`config.mk`:
```
export PLATFORM = sky130hd
export DESIGN_NAME = audio_sample_tx
export DESIGN_NICKNAME = d
export VERILOG_FILES = /design/src/rtl/audio_tx_pkg.sv /design/src/rtl/audio_sample_fifo.sv /design/src/rtl/audio_sample_tx.sv
export SDC_FILE = /design/constraint.sdc
export NUM_CORES = 1
export LEC_CHECK = 0
export CORE_MARGIN = 8
export CORE_UTILIZATION = 31
export DETAILED_ROUTE_END_ITERATION = 6
export GPL_ROUTABILITY_DRIVEN = 1
export GPL_TIMING_DRIVEN = 0
export SYNTH_ARGS = -nofsm -noshare
export SYNTH_HDL_FRONTEND = slang
export SYNTH_SLANG_ARGS = --single-unit
```
`constraint.sdc`:
```
create_clock -name i_clk -period 3.5 [get_ports i_clk]
set_input_delay 0.7 -clock i_clk [delete_from_list [all_inputs] [get_ports i_clk]]
set_output_delay 0.7 -clock i_clk [all_outputs]
set_load 0.03 [all_outputs]
```
`src/rtl/audio_tx_pkg.sv`:
```
// Shared types and constants for the I2S audio sample transmitter.
package audio_tx_pkg;

    typedef logic signed [15:0] sample_t;

    localparam int unsigned FRAME_BITS = 32;

    typedef enum logic [0:0] {IDLE, RUN} state_e;

    localparam logic LR_LEFT  = 1'b0;
    localparam logic LR_RIGHT = 1'b1;

    // Word select leads the data by one bit: right channel spans bits data_w-1 .. 2*data_w-2.
    function automatic logic lr_for_bit(input int unsigned bit_idx, input int unsigned data_w);
        return ((bit_idx >= data_w - 1) && (bit_idx <= 2 * data_w - 2)) ? LR_RIGHT : LR_LEFT;
    endfunction

endpackage

```
`src/rtl/audio_sample_fifo.sv`:
```
// Synchronous sample FIFO with occupancy output; DEPTH must be a power of two >= 2.
module audio_sample_fifo #(
    parameter int unsigned DATA_W = 16,
    parameter int unsigned DEPTH  = 8
) (
    input  logic                     i_clk,
    input  logic                     i_rst_,
    input  logic                     i_push,
    input  logic [DATA_W-1:0]        i_data,
    input  logic                     i_pop,
    output logic [DATA_W-1:0]        o_data,
    output logic                     o_full,
    output logic                     o_empty,
    output logic [$clog2(DEPTH):0]   o_level
);

    localparam int unsigned AW = $clog2(DEPTH);
    localparam logic [AW:0] LVL_FULL = DEPTH[AW:0];

    logic [DATA_W-1:0] r_mem [DEPTH];
    logic [AW:0]       r_wr_ptr;
    logic [AW:0]       r_rd_ptr;
    logic              w_push;
    logic              w_pop;

    // Pointers carry one extra bit so full and empty stay distinct after wrap.
    assign o_level = r_wr_ptr - r_rd_ptr;
    assign o_full  = (o_level == LVL_FULL);
    assign o_empty = (o_level == '0);
    assign w_push  = i_push && !o_full;
    assign w_pop   = i_pop && !o_empty;
    assign o_data  = r_mem[r_rd_ptr[AW-1:0]];

    always_ff @(posedge i_clk) begin
        if (!i_rst_) begin
            r_wr_ptr <= '0;
            r_rd_ptr <= '0;
        end else begin
            if (w_push) r_wr_ptr <= r_wr_ptr + 1'b1;
            if (w_pop)  r_rd_ptr <= r_rd_ptr + 1'b1;
        end
    end

    always_ff @(posedge i_clk) begin
        if (w_push) r_mem[r_wr_ptr[AW-1:0]] <= i_data;
    end

endmodule

```
`src/rtl/audio_sample_tx.sv`:
```
// I2S transmitter: buffers mono samples and sends each on both channels, MSB first.
// Define AUDIO_TX_HOLD_LAST_EN to repeat the last sample on underrun instead of sending zero.
module audio_sample_tx
    import audio_tx_pkg::*;
#(
    parameter int unsigned DATA_W     = FRAME_BITS / 2,
    parameter int unsigned SCLK_DIV   = 4,
    parameter int unsigned FIFO_DEPTH = 8
) (
    input  logic                           i_clk,
    input  logic                           i_rst_,
    input  logic                           i_tx_en,
    input  logic signed [DATA_W-1:0]       i_s_data,
    input  logic                           i_s_valid,
    output logic                           o_s_ready,
    output logic                           o_sclk,
    output logic                           o_lrclk,
    output logic                           o_sdata,
    output logic                           o_underrun,
    output logic [$clog2(FIFO_DEPTH):0]    o_fifo_level
);

    localparam int unsigned WORD_W = 2 * DATA_W;
    localparam int unsigned BW     = $clog2(WORD_W);
    localparam int unsigned DW     = $clog2(SCLK_DIV);
    localparam logic [BW-1:0] BIT_LAST = BW'(WORD_W - 1);
    localparam logic [DW-1:0] DIV_LAST = DW'(SCLK_DIV - 1);

    state_e            r_state, w_state_next;
    logic [DW-1:0]     r_div_cnt, w_div_next;
    logic [BW-1:0]     r_bit_cnt, w_bit_cnt_next;
    logic              r_sclk, w_sclk_next;
    logic              r_lrclk, w_lrclk_next;
    logic              r_sdata, w_sdata_next;
    logic              r_underrun, w_underrun_next;
    logic [WORD_W-1:0] r_word, w_word_next;
    logic [DATA_W-1:0] r_next_word, w_next_word_next;

    logic              w_tick;
    logic              w_fall;
    logic [BW-1:0]     w_bit_next;
    logic              w_stop;
    logic              w_pop_slot;
    logic [DATA_W-1:0] w_fifo_data;
    logic              w_fifo_full;
    logic              w_fifo_empty;
    logic [DATA_W-1:0] w_fill;

    audio_sample_fifo #(
        .DATA_W (DATA_W),
        .DEPTH  (FIFO_DEPTH)
    ) u_fifo (
        .i_clk   (i_clk),
        .i_rst_  (i_rst_),
        .i_push  (i_s_valid),
        .i_data  (i_s_data),
        .i_pop   (w_pop_slot),
        .o_data  (w_fifo_data),
        .o_full  (w_fifo_full),
        .o_empty (w_fifo_empty),
        .o_level (o_fifo_level)
    );

    assign w_tick     = (r_state == RUN) && (r_div_cnt == DIV_LAST);
    assign w_fall     = w_tick && r_sclk;
    assign w_bit_next = r_bit_cnt + 1'b1;
    assign w_stop     = w_fall && (w_bit_next == '0) && !i_tx_en;
    assign w_pop_slot = w_fall && (w_bit_next == BIT_LAST);

`ifdef AUDIO_TX_HOLD_LAST_EN
    logic [DATA_W-1:0] r_last;

    always_ff @(posedge i_clk) begin
        if (!i_rst_) begin
            r_last <= '0;
        end else if (w_pop_slot && !w_fifo_empty) begin
            r_last <= w_fifo_data;
        end
    end

    assign w_fill = r_last;
`else
    assign w_fill = '0;
`endif

    always_ff @(posedge i_clk) begin
        if (!i_rst_) r_state <= IDLE;
        else         r_state <= w_state_next;
    end

    always_comb begin
        w_state_next = r_state;
        unique case (r_state)
            IDLE: if (i_tx_en) w_state_next = RUN;
            RUN:  if (w_stop)  w_state_next = IDLE;
        endcase
    end

    always_comb begin
        w_div_next       = r_div_cnt;
        w_bit_cnt_next   = r_bit_cnt;
        w_sclk_next      = r_sclk;
        w_lrclk_next     = r_lrclk;
        w_sdata_next     = r_sdata;
        w_underrun_next  = 1'b0;
        w_word_next      = r_word;
        w_next_word_next = r_next_word;
        unique case (r_state)
            IDLE: begin
                w_div_next     = '0;
                w_bit_cnt_next = BIT_LAST;
                w_sclk_next    = 1'b0;
                w_lrclk_next   = LR_RIGHT;
                w_sdata_next   = 1'b0;
            end
            RUN: begin
                if (w_stop) begin
                    // next_word is deliberately kept so the restart sends it.
                    w_div_next     = '0;
                    w_bit_cnt_next = BIT_LAST;
                    w_sclk_next    = 1'b0;
                    w_lrclk_next   = LR_RIGHT;
                    w_sdata_next   = 1'b0;
                end else if (w_tick) begin
                    w_div_next  = '0;
                    w_sclk_next = !r_sclk;
                    if (r_sclk) begin
                        w_bit_cnt_next = w_bit_next;
                        w_lrclk_next   = lr_for_bit(32'(w_bit_next), DATA_W);
                        if (w_bit_next == '0) begin
                            w_word_next  = {r_next_word, r_next_word};
                            w_sdata_next = r_next_word[DATA_W-1];
                        end else begin
                            w_sdata_next = r_word[BIT_LAST - w_bit_next];
                        end
                        if (w_pop_slot) begin
                            if (!w_fifo_empty) begin
                                w_next_word_next = w_fifo_data;
                            end else begin
                                w_next_word_next = w_fill;
                                w_underrun_next  = 1'b1;
                            end
                        end
                    end
                end else begin
                    w_div_next = r_div_cnt + 1'b1;
                end
            end
        endcase
    end

    always_ff @(posedge i_clk) begin
        if (!i_rst_) begin
            r_div_cnt   <= '0;
            r_bit_cnt   <= BIT_LAST;
            r_sclk      <= 1'b0;
            r_lrclk     <= LR_RIGHT;
            r_sdata     <= 1'b0;
            r_underrun  <= 1'b0;
            r_word      <= '0;
            r_next_word <= '0;
        end else begin
            r_div_cnt   <= w_div_next;
            r_bit_cnt   <= w_bit_cnt_next;
            r_sclk      <= w_sclk_next;
            r_lrclk     <= w_lrclk_next;
            r_sdata     <= w_sdata_next;
            r_underrun  <= w_underrun_next;
            r_word      <= w_word_next;
            r_next_word <= w_next_word_next;
        end
    end

    assign o_s_ready  = !w_fifo_full;
    assign o_sclk     = r_sclk;
    assign o_lrclk    = r_lrclk;
    assign o_sdata    = r_sdata;
    assign o_underrun = r_underrun;

endmodule
```
==> metrics.txt <==
cells along the critical path=inv_2 -> ha_1 -> fa_1 -> xor2_1 -> nand3_1 -> o31ai_2 -> buf_2 -> or2_1 -> nor3_4 -> buf_4; Synth top area share=52.6%; Synth area leader=edfxtp_1; Cell variety after synth=47; first-pass GRT wire length=23200 um; Most used DFF post-synth=edfxtp_1; Worst R2R Path Depth=10; largest net degree at the start of global routing=18; count of warnings emitted by yosys=0; most frequent cell after synthesis=edfxtp_1; Clock Tree Root=clkbuf_16; Final TNS setup=0 ns; Detail Route Antenna Nets=0; DR top layer=met4; Tcrit/Tclk final=94.2%; post-layout minimum cycle time=3.30 ns; hold crit path type=register to register; final hold slack=0.435 ns; Post-synth top cells=edfxtp_1 (128), dfxtp_1 (55), mux2i_1 (37), mux4_2 (37), nand2_1 (23); grt total ovfl=0; Seq/Total Area, Yosys=67.7%; Mapped Area=7300 sq um; Post-Syn Instances=437; Vias/cell=4.74; Post-CTS Setup Repair Bufs=0; Slew Viols, Final=0; Detailed Routing Iterations Pass 1=4; number of flops mapped to enable cells by yosys=128; reg-to-reg critical path startpoint=u_fifo.r_wr_ptr[0]; antenna diode count=0; H-tree levels=4; RSZ-0062 raised after global routing=false; CP arrival=3.41 ns; Filler cells=2148; delay-heaviest family, CP=simple AND/OR/NAND/NOR gates; critical path required time=3.62 ns; Worst-path clk slew=0.07 ns; floorplan row count=56; NumNets Final=525; Worst-Skew Late Latency=0.42 ns; async set-reset flop share out of synthesis=0%; vias in the first global route=4168; average size of a mapped cell=16.7 sq um; CTS tree=yes; hold_sp=r_div_cnt[0]; DP HPWL=10200 um; die height=169 um; Finished Cell Area=8770 sq um; CP bufs+invs=3; R2R Path End=u_fifo.r_mem[4][9]; worst hold stages=1; # setup viols final=0; outcome=complete, no violations; # IOs=29; Final WS setup=0.204 ns; port buffer count=27; Crit. End Element=register; final hold vios=0; final WL=14500 um; Area growth syn-to-layout=20.1%; Leak Pwr=3.01 nW; slowest stage cell, crit path=nor3_4; CP Class=register to register; Crit path largest cell delay=0.49 ns; CTS max path bufs=2; Max Cap Viol=0; layout cells sized above 1=23.0%; via count=3925; routed wl met3=677 um; gr usage total=10.6%; Worst setup SP type=register; initial antenna violation count=0; DR WL/cell=17.5 um; Initial Util=31.3%; Critical Path Fanout Max=10; slack of the worst reg-to-reg path=0.20 ns; clk_skew=0.00946 ns; Post-DP Area=8140 sq um; Post-Route M1 WL=6430 um; post-layout util=37.6%; Final GP Congestion=0.720; Seq cells post-synth=183; Slew HR=35.2%; core area=23300 sq um; die area=28700 sq um; Area contributors post-synth=edfxtp_1 (53%), dfxtp_1 (15%), mux4_2 (11%); fmax=303 MHz; number of remaining DRC errors=0; Worst VDD drop=0.353 mV; first-iteration detailed-routing DRC count=207; syn nets=466; DR WL met2=7250 um; Pwr Density=527 nW/um^2; worst-margin pin slew=0.965 ns; Min-Delay Endpoint=r_div_cnt[0]; Setup Slack @ Placement=-0.269 ns; clk sink count=183; Die X=169 um; total CTS buffers=17
==> where the power goes <==
| group | switching (W) | internal [W] | total, W |
|---|---|---|---|
| Sequential | 0.0000224 | 0.00237 | 0.00240 |
| Clock | 0.000831 | 0.00114 | 0.00197 |
| Combinational | 0.000158 | 0.0000953 | 0.000254 |
| Total | 0.00101 | 0.00361 | 0.00462 |
==> routing by layer <==
metal  up-vias  global-route usage (%)
met2        89                    18.2
met4         0                    3.08
met5         -                       0
met1      1987                    12.6
met3        16                    3.09
li1       1833                       -
==> cell families (layout without fill, tap and decap cells) <==
| family | after synthesis | in the layout | share of synthesized area, % |
|---|---|---|---|
| buffers and inverters | 35 | 107 | 2.40 |
| AND/OR/NAND/NOR | 83 | 83 | 5.83 |
| AO/OA/AOI/OAI | 46 | 46 | 5.11 |
| flip-flops | 183 | 183 | 67.7 |
| adder cells (fa/ha/maj) | 9 | 9 | 1.64 |
| XOR/XNOR | 7 | 7 | 0.839 |
| multiplexers | 74 | 74 | 16.5 |
==> state kept, by name (all words and copies together) (netlist names), 2 cells and up, named ones only <==
signal / flops
u_fifo.r_rd_ptr: 4
r_div_cnt: 2
r_next_word: 16
u_fifo.r_wr_ptr: 4
u_fifo.r_mem: 128
r_bit_cnt: 5
r_word: 16
==> how the worst max path moves through the flow <==
stage | from | endpoint | slack (ns) | cells past startpoint
2_1_floorplan | u_fifo.r_wr_ptr[0] | u_fifo.r_mem[0][0] | -0.18 | 8
3_3_place_gp | u_fifo.r_wr_ptr[0] | u_fifo.r_mem[0][4] | -1.86 | 8
3_5_place_dp | u_fifo.r_wr_ptr[0] | u_fifo.r_mem[4][9] | -0.27 | 10
4_1_cts | u_fifo.r_wr_ptr[0] | u_fifo.r_mem[6][7] | 0.13 | 11
5_1_grt | u_fifo.r_wr_ptr[0] | u_fifo.r_mem[4][9] | 0.05 | 10
6_report | u_fifo.r_wr_ptr[0] | u_fifo.r_mem[4][9] | 0.20 | 10
==> final cells by class <==
class	instances	area, sq um	area share (%)
Buffer	21	123	1.40
Clock buffer	17	425	4.85
Clock inverter	15	189	2.15
Inverter	14	52.6	0.599
Multi-Input combinational cell	219	2250	25.6
Sequential cell	183	4950	56.4
Tap cell	319	399	4.55
Timing Repair Buffer	40	385	4.39
==> through the flow <==
stage               cells  power, W
global placement      783   0.00267
floorplan             437   0.00257
CTS                   828   0.00467
finish                828   0.00462
detailed placement    796   0.00270
global route          828   0.00478
==> cells in the final DEF (no fill, tap or decap), drive strengths merged, types with 2 or more instances in the layout <==
cell type        n
edfxtp         128
nand4            3
mux4            37
xnor2            3
clkdlybuf4s50   26
nor3             5
clkbuf          25
o2bb2ai         13
mux2i           37
nand4b           2
nand2           24
and3             5
o32ai            3
a21o             2
nand3            9
and2             2
a211oi           2
clkinvlp         4
o21ai           11
bufinv           3
buf             26
o22ai            3
inv             21
dfxtp           55
nor2            21
xor2             4
nor4             5
nand2b           2
a21oi            5
ha               8
==> what timing repair did <==
item / CTS / global route
gates resized for setup: 6 / 1
hold buffers: 0 / 0
setup endpoints to repair: 31 / 7
(Power assumes the default switching activity.)
